==> config.mk <==
export PLATFORM = sky130hd
export DESIGN_NAME = care_scheduler_flat
export DESIGN_NICKNAME = d
export VERILOG_FILES = /design/src/rtl/care_scheduler_pkg.sv /design/src/rtl/care_scheduler_if.sv /design/src/rtl/care_scheduler_rr_arbiter6.sv /design/src/rtl/care_scheduler.sv /design/src/flat_wrapper.sv
export SDC_FILE = /design/constraint.sdc
export NUM_CORES = 1
export LEC_CHECK = 0
export CORE_MARGIN = 2
export CORE_UTILIZATION = 55
export DETAILED_ROUTE_END_ITERATION = 12
export PLACE_DENSITY = 0.74
export SYNTH_ARGS = -nofsm -noshare
export SYNTH_HDL_FRONTEND = slang
export SYNTH_SLANG_ARGS = --single-unit
==> constraint.sdc <==
create_clock -name clk -period 3.26 [get_ports clk]
set_clock_uncertainty 0.05 [all_clocks]
set_input_delay 0.652 -clock clk [delete_from_list [all_inputs] [get_ports clk]]
set_output_delay 0.652 -clock clk [all_outputs]
set_load 0.02 [all_outputs]
==> src/rtl/care_scheduler_pkg.sv <==
// Shared constants, stat indices and helpers for the pet-stat care scheduler.
// Stat index arithmetic always wraps at NUM_STATS.
package care_scheduler_pkg;

    localparam int NUM_STATS = 6;

    localparam logic [2:0] STAT_HUNGER  = 3'd0;
    localparam logic [2:0] STAT_HAPPY   = 3'd1;
    localparam logic [2:0] STAT_HEALTH  = 3'd2;
    localparam logic [2:0] STAT_HYGIENE = 3'd3;
    localparam logic [2:0] STAT_ENERGY  = 3'd4;
    localparam logic [2:0] STAT_SOCIAL  = 3'd5;

    typedef enum logic [1:0] {
        ST_IDLE     = 2'd0,
        ST_GRANT    = 2'd1,
        ST_COOLDOWN = 2'd2
    } sched_state_e;

    function automatic logic [2:0] stat_inc(input logic [2:0] s);
        return (s == STAT_SOCIAL) ? STAT_HUNGER : s + 3'd1;
    endfunction

    function automatic logic [NUM_STATS-1:0] stat_onehot(input logic [2:0] s);
        logic [NUM_STATS-1:0] v;
        v = '0;
        if (s < 3'(NUM_STATS)) begin
            v[s] = 1'b1;
        end
        return v;
    endfunction

endpackage

==> src/rtl/care_scheduler_if.sv <==
// Request/response bundle between the input front-end (debouncers, LFSR) and the scheduler.
// master drives requests and observes results; slave is the scheduler side.
interface care_scheduler_if;

    logic       enable;
    logic [5:0] btn_req;
    logic       rnd_valid;
    logic [4:0] rnd_stat;
    logic [7:0] care_pulse;
    logic       decay_tick;
    logic [2:0] decay_sel;
    logic [5:0] pending;
    logic       busy;

    modport master (
        output enable, btn_req, rnd_valid, rnd_stat,
        input  care_pulse, decay_tick, decay_sel, pending, busy
    );

    modport slave (
        input  enable, btn_req, rnd_valid, rnd_stat,
        output care_pulse, decay_tick, decay_sel, pending, busy
    );

endinterface

==> src/rtl/care_scheduler_rr_arbiter6.sv <==
// Combinational round-robin pick: first set request at or after ptr_i, wrapping 5->0.
// Zero latency; any_o low when nothing is requested.
module rr_arbiter6
    import care_scheduler_pkg::*;
(
    input  logic [NUM_STATS-1:0] req_i,
    input  logic [2:0]           ptr_i,
    output logic [2:0]           sel_o,
    output logic                 any_o
);

    logic [2:0] idx;

    always_comb begin
        sel_o = ptr_i;
        any_o = 1'b0;
        idx   = ptr_i;
        for (int k = 0; k < NUM_STATS; k++) begin
            if (!any_o && req_i[idx]) begin
                sel_o = idx;
                any_o = 1'b1;
            end
            idx = stat_inc(idx);
        end
    end

endmodule

==> src/rtl/care_scheduler.sv <==
// Decay-tick divider plus round-robin care grant FSM with cooldown; all outputs registered.
// Request to care pulse is 2 cycles when idle; grants are spaced COOLDOWN+2 cycles apart.
module care_scheduler
    import care_scheduler_pkg::*;
#(
    parameter int unsigned TICK_DIV = 10_000_000,
    parameter int unsigned COOLDOWN = 1_000_000
)
(
    input  logic            clk,
    input  logic            reset,
    care_scheduler_if.slave sch
);

    localparam int TW = $clog2(TICK_DIV);
    localparam int CW = (COOLDOWN > 1) ? $clog2(COOLDOWN) : 1;

    logic [TW-1:0]        tick_cnt_q, tick_cnt_d;
    logic [2:0]           nxt_sel_q, nxt_sel_d;
    logic                 decay_tick_q, decay_tick_d;
    logic [2:0]           decay_sel_q, decay_sel_d;
    logic [NUM_STATS-1:0] pending_q, pending_d;

    sched_state_e         state_q;
    logic [CW-1:0]        cd_cnt_q;
    logic [2:0]           rr_ptr_q;
    logic [7:0]           care_pulse_q;
    logic                 busy_q;

    logic                 tick_fire;
    logic [NUM_STATS-1:0] req_set;
    logic [NUM_STATS-1:0] grant_vec;
    logic [2:0]           arb_sel;
    logic                 arb_any;
    logic                 grant_go;

    assign tick_fire = sch.enable && (tick_cnt_q == TW'(TICK_DIV - 1));

    // Tick divider: counter freezes while paused, selector rotates per tick.
    always_comb begin
        tick_cnt_d   = tick_cnt_q;
        nxt_sel_d    = nxt_sel_q;
        decay_tick_d = 1'b0;
        decay_sel_d  = decay_sel_q;
        if (tick_fire) begin
            tick_cnt_d   = '0;
            decay_tick_d = 1'b1;
            decay_sel_d  = nxt_sel_q;
            nxt_sel_d    = stat_inc(nxt_sel_q);
        end else if (sch.enable) begin
            tick_cnt_d = tick_cnt_q + TW'(1);
        end
    end

    always_comb begin
        req_set = sch.btn_req;
        if (sch.rnd_valid && (sch.rnd_stat < 5'(NUM_STATS))) begin
            req_set = req_set | stat_onehot(sch.rnd_stat[2:0]);
        end
    end

    rr_arbiter6 u_arb (
        .req_i (pending_q),
        .ptr_i (rr_ptr_q),
        .sel_o (arb_sel),
        .any_o (arb_any)
    );

    // A grant landing on the same stat as a coinciding decay tick waits one cycle.
    assign grant_go  = (state_q == ST_IDLE) && sch.enable && arb_any &&
                       !(tick_fire && (arb_sel == nxt_sel_q));
    assign grant_vec = grant_go ? stat_onehot(arb_sel) : '0;

    // New requests win over the clear of a bit granted on the same edge.
    assign pending_d = (pending_q & ~grant_vec) | req_set;

    always_ff @(posedge clk) begin
        if (reset) begin
            tick_cnt_q   <= '0;
            nxt_sel_q    <= STAT_HUNGER;
            decay_tick_q <= 1'b0;
            decay_sel_q  <= STAT_HUNGER;
            pending_q    <= '0;
        end else begin
            tick_cnt_q   <= tick_cnt_d;
            nxt_sel_q    <= nxt_sel_d;
            decay_tick_q <= decay_tick_d;
            decay_sel_q  <= decay_sel_d;
            pending_q    <= pending_d;
        end
    end

    always_ff @(posedge clk) begin
        if (reset) begin
            state_q      <= ST_IDLE;
            cd_cnt_q     <= '0;
            rr_ptr_q     <= STAT_HUNGER;
            care_pulse_q <= '0;
            busy_q       <= 1'b0;
        end else begin
            case (state_q)
                ST_IDLE: begin
                    if (grant_go) begin
                        state_q      <= ST_GRANT;
                        care_pulse_q <= {2'b00, grant_vec};
                        busy_q       <= 1'b1;
                        rr_ptr_q     <= stat_inc(arb_sel);
                    end
                end
                ST_GRANT: begin
                    care_pulse_q <= '0;
                    cd_cnt_q     <= CW'(COOLDOWN - 1);
                    state_q      <= ST_COOLDOWN;
                end
                ST_COOLDOWN: begin
                    if (cd_cnt_q == '0) begin
                        state_q <= ST_IDLE;
                        busy_q  <= 1'b0;
                    end else begin
                        cd_cnt_q <= cd_cnt_q - CW'(1);
                    end
                end
                default: begin
                    state_q      <= ST_IDLE;
                    care_pulse_q <= '0;
                    busy_q       <= 1'b0;
                end
            endcase
        end
    end

    assign sch.care_pulse = care_pulse_q;
    assign sch.decay_tick = decay_tick_q;
    assign sch.decay_sel  = decay_sel_q;
    assign sch.pending    = pending_q;
    assign sch.busy       = busy_q;

endmodule
==> src/flat_wrapper.sv <==
// flat-port wrapper written by rule: the top's interface ports become plain ports
module care_scheduler_flat import care_scheduler_pkg::*;
#(
    parameter int unsigned TICK_DIV = 10_000_000,
    parameter int unsigned COOLDOWN = 1_000_000
)
  (clk, reset, sch_enable, sch_btn_req, sch_rnd_valid, sch_rnd_stat, sch_care_pulse, sch_decay_tick, sch_decay_sel, sch_pending, sch_busy);
  care_scheduler_if sch_i ();
  input  logic clk;
  input  logic reset;
  input wire logic [$bits(sch_i.enable)-1:0] sch_enable;
  input wire logic [$bits(sch_i.btn_req)-1:0] sch_btn_req;
  input wire logic [$bits(sch_i.rnd_valid)-1:0] sch_rnd_valid;
  input wire logic [$bits(sch_i.rnd_stat)-1:0] sch_rnd_stat;
  output wire logic [$bits(sch_i.care_pulse)-1:0] sch_care_pulse;
  output wire logic [$bits(sch_i.decay_tick)-1:0] sch_decay_tick;
  output wire logic [$bits(sch_i.decay_sel)-1:0] sch_decay_sel;
  output wire logic [$bits(sch_i.pending)-1:0] sch_pending;
  output wire logic [$bits(sch_i.busy)-1:0] sch_busy;
  assign sch_i.enable = sch_enable;
  assign sch_i.btn_req = sch_btn_req;
  assign sch_i.rnd_valid = sch_rnd_valid;
  assign sch_i.rnd_stat = sch_rnd_stat;
  assign sch_care_pulse = sch_i.care_pulse;
  assign sch_decay_tick = sch_i.decay_tick;
  assign sch_decay_sel = sch_i.decay_sel;
  assign sch_pending = sch_i.pending;
  assign sch_busy = sch_i.busy;
  care_scheduler #(.TICK_DIV(TICK_DIV), .COOLDOWN(COOLDOWN)) u_core (.clk(clk), .reset(reset), .sch(sch_i));
endmodule
* After elaboration in Yosys (flattened, before gate mapping)
Index checks and enable logic that the tools add are counted.
Operators by class: equal/unequal tests 14, reduce and logical (&&, ||, !) cells 28, divide/modulo/power cells 0, add/subtract/negate cells 9, bitwise gates (word level) 6, multipliers 0, magnitude comparators 13, muxes and demuxes 50, shifts and indexed selects 0
Operator list (number):
- case mux 20 bit (2 select lines) | 1
- 2-to-1 mux 3 bit | 12
- < comparator 3 x 4 -> 1 bit (second input constant) | 8
- 2-to-1 mux 6 bit | 5
- adder 24 x 1 -> 24 bit (second input constant) | 1
- equality test 24 bit (second input constant) | 1
- adder 3 x 1 -> 3 bit (second input constant) | 7
- equality test 3 bit (second input constant) | 7
- zero test 20 bit | 1
- 2-to-1 mux 20 bit | 1
- subtractor 20 x 1 -> 20 bit (second input constant) | 1
- binary-select mux 1 bit (select 3 bit) | 6
- 2-to-1 mux 1 bit | 17
- case mux 8 bit (2 select lines) | 1
- logical AND 1 bit | 13
- bitwise OR 6 bit | 2
- 2-to-1 mux 8 bit | 1
- AND reduction 2 bit | 4
- bitwise AND 6 bit | 1
- demux 1 bit (select 3 bit) | 2
- greater-or-equal comparator 3 x 1 -> 1 bit (second input constant) | 2
- zero test 1 bit | 6
- < comparator 3 bit (second input constant) | 2
- NOT 6 bit | 1
- other kinds (14) | 17
Word-level totals: bits in latches 0, output and inout port bits 19, word-level logic and storage cells 130, memories kept 0, bits in writable memories 0, register bits 71, bits in read-only memories 0, bits of input ports 15

* Longest topological paths before layout
Gate-level depths: netlist of the first run.
depth after elaboration 27, gate-level depth with buffers 13, mapped depth without buffers 10

* By module
From an unflattened synthesis of the first run, not the netlist that was laid out.
Unflattened totals: cells, all modules 500, area, all modules 4159.0 µm²
Modules (own cells, without submodules):
- care_scheduler | instances 1, area each 3286.9 µm², cells each 383, sequential area each 1381.3 µm²
- rr_arbiter6 | instances 1, area each 872.1 µm², cells each 117, sequential area each 0.0 µm²

* Least setup slack after synthesis of the first run
OpenSTA, ideal clock, no wires.
path type reg2reg, from register u_core.rr_ptr_q[0], to register u_core.rr_ptr_q[0], path slack 273 ps, path buffers 2, cell stages (with the launch flop) 13, data required time 3087 ps, setup time 123 ps, clock period less this slack 2987 ps, data arrival time 2813 ps, cell sequence dfxtp_1 > buf_6 > mux2_4 > a222oi_1 > nand2_1 > a21o_1 > a21oi_4 > xnor2_2 > mux2_4 > and4_1 > buf_6 > nor3_2 > mux2_1
Between the ends: cells in the longest elaborated chain, start to end 23, elaborated cells on any way between the ends 57, those cells by class add/sub: 6; eq/ne: 7; mux: 29; reduce/logical: 15
Ends and longest elaborated chain:
- start: declaration | RTL line care_scheduler.sv:26 | logic [2:0] rr_ptr_q;
- start signal: assignment | RTL line care_scheduler.sv:107 | rr_ptr_q <= stat_inc(arb_sel);
- branches (longest 23 deep; another with adder 3 x 1 -> 3 bit)
Several ways; the timed one is not identified. The select of a mux whose other input is x is not followed. A chain may end at the register's enable or synchronous reset.

* Worst setup path after layout of the first run
from register u_core.rr_ptr_q[1], to register u_core.rr_ptr_q[0]
Same word-level chain as after synthesis.

==> results.md, run 1 <==
| Item | Value | Unit |
|:---|:---|:---|
| Result of the run | completed | - |
| Classification of the worst-slack hold path | reg -> reg | - |
| Startpoint type of the worst setup path | flop | - |
| Routed wire length per instance | 14.65 | um |
| TritonCTS clock tree | done | - |
| Cell leakage power | 1.599 | nW |
| Io pins | 34 | - |
| Total count of max-transition violations in the final report | 0 | - |
| Final core utilization | 0.6626 | - |
| Post-detailed-route via-to-cell ratio | 5.739 | - |
| Number of synthesized flops with an enable pin | 0 | - |
| Final setup violating endpoints | 0 | - |
| First-pass GRT wire length | 13700 | um |
| TritonRoute pass-1 iters | 4 | - |
| Number of instances in the synthesized netlist | 458 | - |
| Remaining antenna violation count after routing | 0 | - |
| Flip-flop and latch count after synthesis | 69 | - |
| Syn_area_per_cell | 8.370 | um2 |
| Cell area reported after detailed placement | 4229 | um2 |
| Worst path arrival time | 3.31 | ns |
| Most used standard cells in the synthesized netlist | 69 x sky130_fd_sc_hd__dfxtp_1, 65 x sky130_fd_sc_hd__nor2_1, 43 x sky130_fd_sc_hd__nand2_1 | - |
| Dominant register cell in the synthesized netlist | sky130_fd_sc_hd__dfxtp_1 | - |
| Post-route cell area | 4477 | um2 |
| Largest net degree at the start of global routing | 34 | - |
| Tcrit/Tclk final | 0.9606 | - |
| Gpl congestion | 0.8488 | - |
| Top layer in use | met4 | - |
| Fin. Hold Viols | 0 | - |
| Synth Cell Area | 3834 | um2 |
| Maxcap violations | 0 | - |
| Via count of the routed design | 3317 | - |
| Relative max-transition margin | 0.4730 | - |
| Final critical path time including I/O delays and setup | 3.132 | ns |
| Vertical extent of the die | 87.49 | um |
| Remaining global-route overflow | 0 | - |
| Horizontal die dimension | 87.49 | um |
| Number of warnings issued by yosys | 0 | - |
| Kind of critical path | reg -> reg | - |
| Net count, final | 510 | - |
| GRT Resource Usage Total | 0.2255 | - |
| Initial core utilization | 0.5674 | - |
| CTS sink cnt | 69 | - |
| Count of antenna diodes in the layout | 0 | - |
| PwrDens | 907.5 | nW/um2 |
| Cell types occupying the most area after synthesis | sky130_fd_sc_hd__dfxtp_1 36%, sky130_fd_sc_hd__nor2_1 6.4%, sky130_fd_sc_hd__a21oi_1 4.7%, sky130_fd_sc_hd__nand2_1 4.2%, sky130_fd_sc_hd__xnor2_1 3.7% | - |
| Post-synthesis cell type count | 73 | - |
| Share of synthesized area occupied by flip-flops and latches | 0.3603 | - |
| Worst endpoint required time | 3.43 | ns |
| DRC errors left | 0 | - |
| Clock transition time at the flip-flop clock pins of the worst setup and hold paths | 0.08 | ns |
| Dpl hpwl | 6045 | um |
| Dominant cell by count in the synthesized netlist | sky130_fd_sc_hd__dfxtp_1 | - |
| Floorplan Core Area | 6756 | um2 |
| H-tree depth | 3 | - |
| Clock buffer count from CTS | 9 | - |
| Final WL | 8469 | um |
| Slew at the pin closest to its max-slew limit | 0.7806 | ns |
| Cell accounting for the most synthesized area | sky130_fd_sc_hd__dfxtp_1 | - |
| Count of fill cells added during filler insertion | 568 | - |
| Number of standard-cell rows in the floorplan | 30 | - |
| Share of synthesized registers carrying an async set or reset | 0 | - |
| Fraction of post-synthesis cell area in the top cell type by area | 0.3603 | - |
| Synth-to-Final Area Change | 16.78 | % |
| Clock latency of the later-clocked register in the worst-skew pair | 0.35 | ns |
| Maximum clock path buffer count | 2 | - |
| Die footprint | 7655 | um2 |
| Post-Route M1 WL | 4084 | um |
| Number of buffers added on ports | 31 | - |
| Initial antenna violation count | 0 | - |
| Clock tree root driver cell | sky130_fd_sc_hd__clkbuf_8 | - |
| Number of DRC markers in iteration 0 | 152 | - |
| Detailed route wirelength on metal2 | 3994 | um |
| Metal3 WL | 302 | um |
| Peak supply drop | 533.7 | uV |
| Maximum net fanout on the critical path | 17 | - |
| Highest clock frequency the design can meet | 319.3 | MHz |
| Share of layout cells above drive strength 1 | 0.1305 | - |
| Crit path capture type | flop | - |
| Number of global-route vias before repair | 3015 | - |
| Post-CTS setup buffers | 0 | - |
[path summary, 6_finish.rpt]
| kind | depth (start not counted) | endpoint | startpoint | slack [ns] |
|---|---|---|---|---|
| worst max register to register | 11 | u_core.rr_ptr_q[0]$_SDFFE_PP0P_ | u_core.rr_ptr_q[1]$_SDFFE_PP0P_ | 0.13 |
| worst min register to register | 2 | u_core.sch.care_pulse[0]$_SDFFE_PP0P_ | u_core.sch.care_pulse[0]$_SDFFE_PP0P_ | 0.40 |
| worst max-delay path | 11 | u_core.rr_ptr_q[0]$_SDFFE_PP0P_ | u_core.rr_ptr_q[1]$_SDFFE_PP0P_ | 0.13 |
| worst min-delay path | 2 | u_core.sch.care_pulse[0]$_SDFFE_PP0P_ | u_core.sch.care_pulse[0]$_SDFFE_PP0P_ | 0.40 |
[per-stage QoR]
step	total power, mW	cells	worst slack (ns)	setup TNS (ns)	hold WS [ns]
after global placement	3.198	562	0.06198	0	0.3917
final	4.063	578	0.1283	0	0.4009
after floorplan	2.775	459	0.2734	0	0.4167
after detailed placement	3.231	562	0.05284	0	0.3924
after global routing	4.330	578	-0.01990	-0.01990	0.4270
after CTS	3.998	578	0.02501	0	0.4030
[cell type report]
class / count / area, um2 / area share
clock buffer: 10 / 127.6 / 0.02851
clock inverter: 6 / 87.58 / 0.01956
inverter: 10 / 37.54 / 0.008385
multi-input combinational: 357 / 2317 / 0.5176
sequential: 69 / 1384 / 0.3091
tap: 80 / 100.1 / 0.02236
timing repair buffer: 46 / 422.9 / 0.09447
[registers in the layout, summed over array words and instances, names as in the netlist]
name / count
u_core.sch.decay_tick: 1
u_core.sch.decay_sel: 3
u_core.state_q: 2
u_core.sch.pending: 6
u_core.tick_cnt_q: 24
u_core.cd_cnt_q: 20
u_core.nxt_sel_q: 3
u_core.sch.care_pulse: 6
u_core.sch.busy: 1
u_core.rr_ptr_q: 3
[cells by family (layout without fill, tap and decap cells)]
| kind of cell | Yosys count | count (layout) | synth area share |
|---|---|---|---|
| AND/OR/NAND/NOR | 203 | 203 | 0.2725 |
| AO/OA/AOI/OAI | 100 | 100 | 0.1828 |
| flip-flops | 69 | 69 | 0.3603 |
| XOR/XNOR | 33 | 33 | 0.07735 |
| buffers and inverters | 33 | 72 | 0.04406 |
| multiplexers | 17 | 17 | 0.05548 |
| adder cells (fa/ha/maj) | 2 | 2 | 0.006526 |
| other | 1 | 2 | 0.0009782 |
[critical path, stage by stage, from the launching register on]
cell and delay [ns]:
sky130_fd_sc_hd__dfxtp_1 0.34, sky130_fd_sc_hd__buf_4 0.20, sky130_fd_sc_hd__or3_1 0.38, sky130_fd_sc_hd__o211ai_1 0.12, sky130_fd_sc_hd__a22o_4 0.22, sky130_fd_sc_hd__nor3b_4 0.23
sky130_fd_sc_hd__nand3_1 0.16, sky130_fd_sc_hd__o22a_1 0.24, sky130_fd_sc_hd__or3_1 0.32, sky130_fd_sc_hd__and4_2 0.28, sky130_fd_sc_hd__nor3_2 0.13, sky130_fd_sc_hd__mux2_1 0.33
[layer usage]
layer	vias to the layer above	track usage
met4	0	0.07413
met1	1550	0.2984
met5	-	0
li1	1701	-
met2	59	0.3657
met3	7	0.04834
[power by group]
part | leakage [nW] | switching (mW) | internal [mW]
clock | 0.110 | 0.329 | 0.431
sequential | 0.562 | 0.157 | 0.992
combinational | 0.927 | 1.17 | 0.984
[repair_timing]
item / CTS / global route
resized for setup: 0 / 9
endpoints found under the setup margin: 0 / 10
hold buffers: 0 / 0
[cells in the final DEF, fill, tap and decap left out, drive strengths merged, types with 9 or more instances in the layout]
cell type,netlist,layout
dfxtp,69,69
nor2,65,65
nand2,43,43
a21oi,37,37
clkdlybuf4s50,0,31
xnor2,17,17
o21ai,17,17
xor2,16,16
buf,11,15
nor3,14,14
nand3,12,12
mux2,12,12
inv,10,10
nor2b,10,10
clkbuf,12,10
or3,9,9
No activity file was read; power rests on OpenSTA's default activity.
==> run 2: changes to the inputs <==
Settings changed: CAP_MARGIN set to 20, CORE_MARGIN 2 to unset, CORE_UTILIZATION 55 to 40, PLACE_DENSITY 0.74 to 0.56.
==> results.md, run 2 (synthesis results as in run 1) <==
| Item | Value | Unit | Delta |
|:---|:---|:---|:---|
| Chain of cells forming the critical path | buf_4 > nor2b_1 > buf_4 > a222oi_1 > nand2_1 > a21o_1 > a21oi_4 > xnor2_2 > mux2_4 > and4_2 > nor3_2 > mux2_1 | - |  |
| Routed wire length per instance | 13.84 | um | -5.6% |
| Maximum net fanout on the critical path | 8 | - | -9 |
| Final critical path time including I/O delays and setup | 3.114 | ns | -0.01782 ns |
| Largest net degree at the start of global routing | 35 | - | +2.9% |
| Detailed route wirelength on metal2 | 3865 | um | -3.2% |
| Result of the run | completed | - |  |
| Top layer in use | met4 | - |  |
| Die footprint | 9980 | um2 | +30% |
| H-tree depth | 3 | - | unchanged |
| Highest clock frequency the design can meet | 321.1 | MHz | +0.57% |
| Number of standard-cell rows in the floorplan | 35 | - | +17% |
| Tcrit/Tclk final | 0.9552 | - | -0.005467 |
| Overall Power | 4.061 | mW | about the same |
| Number of buffers added on ports | 31 | - | unchanged |
| Number of DRC markers in iteration 0 | 143 | - | -5.9% |
| Horizontal die dimension | 99.90 | um | +14% |
| Final setup violating endpoints | 0 | - | unchanged |
| Post-Route M1 WL | 4399 | um | +7.7% |
| Count of antenna diodes in the layout | 0 | - | unchanged |
| Relative max-transition margin | 0.6465 | - | +0.1735 |
| Via count of the routed design | 3305 | - | -0.36% |
| Dpl hpwl | 6260 | um | +3.6% |
| Cell area reported after detailed placement | 4335 | um2 | +2.5% |
| Unrepaired setup endpoints after global routing | no | - |  |
| Peak supply drop | 246.6 | uV | -54% |
| DRC errors left | 0 | - | unchanged |
| Worst min-delay path startpoint | u_core.sch.care_pulse[0]$_SDFFE_PP0P_ | - |  |
| Most common cell after layout, fill and taps aside | sky130_fd_sc_hd__dfxtp_1 | - |  |
| Largest Register | u_core.tick_cnt_q | - |  |
| Classification of the worst-slack hold path | reg -> reg | - |  |
| Clock latency of the later-clocked register in the worst-skew pair | 0.34 | ns | about the same |
| Post-detailed-route via-to-cell ratio | 5.221 | - | -9.0% |
| Post-route cell area | 4558 | um2 | +1.8% |
| Slew at the pin closest to its max-slew limit | 0.5302 | ns | -0.2504 ns |
| Share of layout cells above drive strength 1 | 0.1389 | - | +0.008367 |
| Max stage delay on crit path | 0.39 | ns | about the same |
| Crit path capture type | flop | - |  |
| Initial core utilization | 0.4129 | - | -0.1545 |
| Worst endpoint required time | 3.44 | ns | about the same |
| First-pass GRT wire length | 14680 | um | +7.1% |
| Vertical extent of the die | 99.90 | um | +14% |
| Top cell by count, worst path | sky130_fd_sc_hd__buf_4 | - |  |
| Number of hold-repair buffers added at the cts stage | 0 | - | unchanged |
| TritonRoute pass-1 iters | 4 | - | unchanged |
| GRT Resource Usage Total | 0.1838 | - | -0.04175 |
| PwrDens | 890.9 | nW/um2 | -1.8% |
| Number of global-route vias before repair | 3071 | - | +1.9% |
| Flip-flop count of the largest register after layout | 24 | - | unchanged |
| Final WL | 8760 | um | +3.4% |
| Io pins | 34 | - | unchanged |
| Count of fill cells added during filler insertion | 912 | - | +61% |
| Synth-to-Final Area Change | 18.90 | % |  |
| Worst path arrival time | 3.29 | ns | -0.02 ns |
| Final Non-Filler Cells | 633 | - | +9.5% |
| Clock tree root driver cell | sky130_fd_sc_hd__clkbuf_8 | - |  |
| Slowest stage cell on the critical path | sky130_fd_sc_hd__a222oi_1 | - |  |
| Initial antenna violation count | 0 | - | unchanged |
| Top library cells by usage in the layout, fill and taps aside | 66 x sky130_fd_sc_hd__dfxtp_1, 65 x sky130_fd_sc_hd__nor2_1, 43 x sky130_fd_sc_hd__nand2_1 | - |  |
| FF-to-FF Start | u_core.rr_ptr_q[1]$_SDFFE_PP0P_ | - |  |
| Fin. Hold Viols | 0 | - | unchanged |
| Final WS setup | 0.1462 | ns | +0.01782 ns |
| Cell leakage power | 1.611 | nW | +0.71% |
| Worst setup path start | u_core.rr_ptr_q[1]$_SDFFE_PP0P_ | - |  |
| Clock transition time at the flip-flop clock pins of the worst setup and hold paths | 0.08 | ns | about the same |
| Placed Cells incl. Taps | 617 | - | +9.8% |
| Remaining global-route overflow | 0 | - | unchanged |
| Total Neg Setup Slack | 0 | ns | unchanged |
| Remaining antenna violation count after routing | 0 | - | unchanged |
| Startpoint type of the worst setup path | flop | - |  |
| Maximum clock path buffer count | 2 | - | unchanged |
| TritonCTS clock tree | done | - |  |
| Hold Path Stages | 2 | - | unchanged |
| Gpl congestion | 0.9012 | - | +6.2% |
| Clock buffer count from CTS | 9 | - | unchanged |
| Metal3 WL | 381 | um | +26% |
| Number of cell instances on the worst register-to-register path | 12 | - | +1 |
| CTS sink cnt | 69 | - | unchanged |
| Net count, final | 516 | - | +1.2% |
| Post-place setup slack | 0.09298 | ns | +0.04014 ns |
| Kind of critical path | reg -> reg | - |  |
| Floorplan Core Area | 9284 | um2 | +37% |
| Regs by FF count | u_core.tick_cnt_q (24), u_core.cd_cnt_q (20) | - |  |
| Total count of max-transition violations in the final report | 0 | - | unchanged |
| Maxcap violations | 0 | - | unchanged |
run 2: what timing repair did:
item                                    4_1_cts  5_1_grt
buffers inserted                              0        0
endpoints found under the setup margin        0       10
gates resized for setup                       0        7
run 2: final cells by class:
class,count,area (um2),share of cell area
multi-input combinational,357,2306,0.5059
sequential,69,1385,0.3039
timing repair buffer,52,467.9,0.1027
tap,129,161.4,0.03541
clock buffer,11,141.4,0.03102
clock inverter,5,58.81,0.01290
inverter,10,37.54,0.008235
run 2: final timing paths:
path | to | slack (ns)
max reg2reg | u_core.rr_ptr_q[0]$_SDFFE_PP0P_ | 0.15
max | u_core.rr_ptr_q[0]$_SDFFE_PP0P_ | 0.15
min | u_core.sch.care_pulse[0]$_SDFFE_PP0P_ | 0.41
min reg2reg | u_core.sch.care_pulse[0]$_SDFFE_PP0P_ | 0.41
run 2: power by group:
group	switching (mW)	internal (mW)
Sequential	0.159	0.993
Combinational	1.18	1.02
Clock	0.334	0.376
run 2: per-stage QoR:
| step | util | hold WS (ns) |
|---|---|---|
| 4_1_cts | 0.4885 | 0.4078 |
| 6_report | 0.4910 | 0.4091 |
| 3_3_place_gp | 0.4670 | 0.3905 |
| 3_5_place_dp | 0.4670 | 0.3964 |
| 2_1_floorplan | - | 0.4167 |
| 5_1_grt | 0.4910 | 0.4282 |
run 2: critical path, delay by kind of cell (launching register included):
family / cells / cell delay [ns]
simple gates: 4 / 0.62
flops: 1 / 0.37
mux: 2 / 0.66
compound gates: 3 / 0.82
buf+inv: 2 / 0.32
xor+xnor: 1 / 0.16
run 2: per-layer routing:
| metal | GRT usage | vias up |
|---|---|---|
| li1 | - | 1710 |
| met1 | 0.2492 | 1512 |
| met2 | 0.2907 | 69 |
| met3 | 0.03482 | 14 |
| met4 | 0.06674 | 0 |
| met5 | 0 | - |
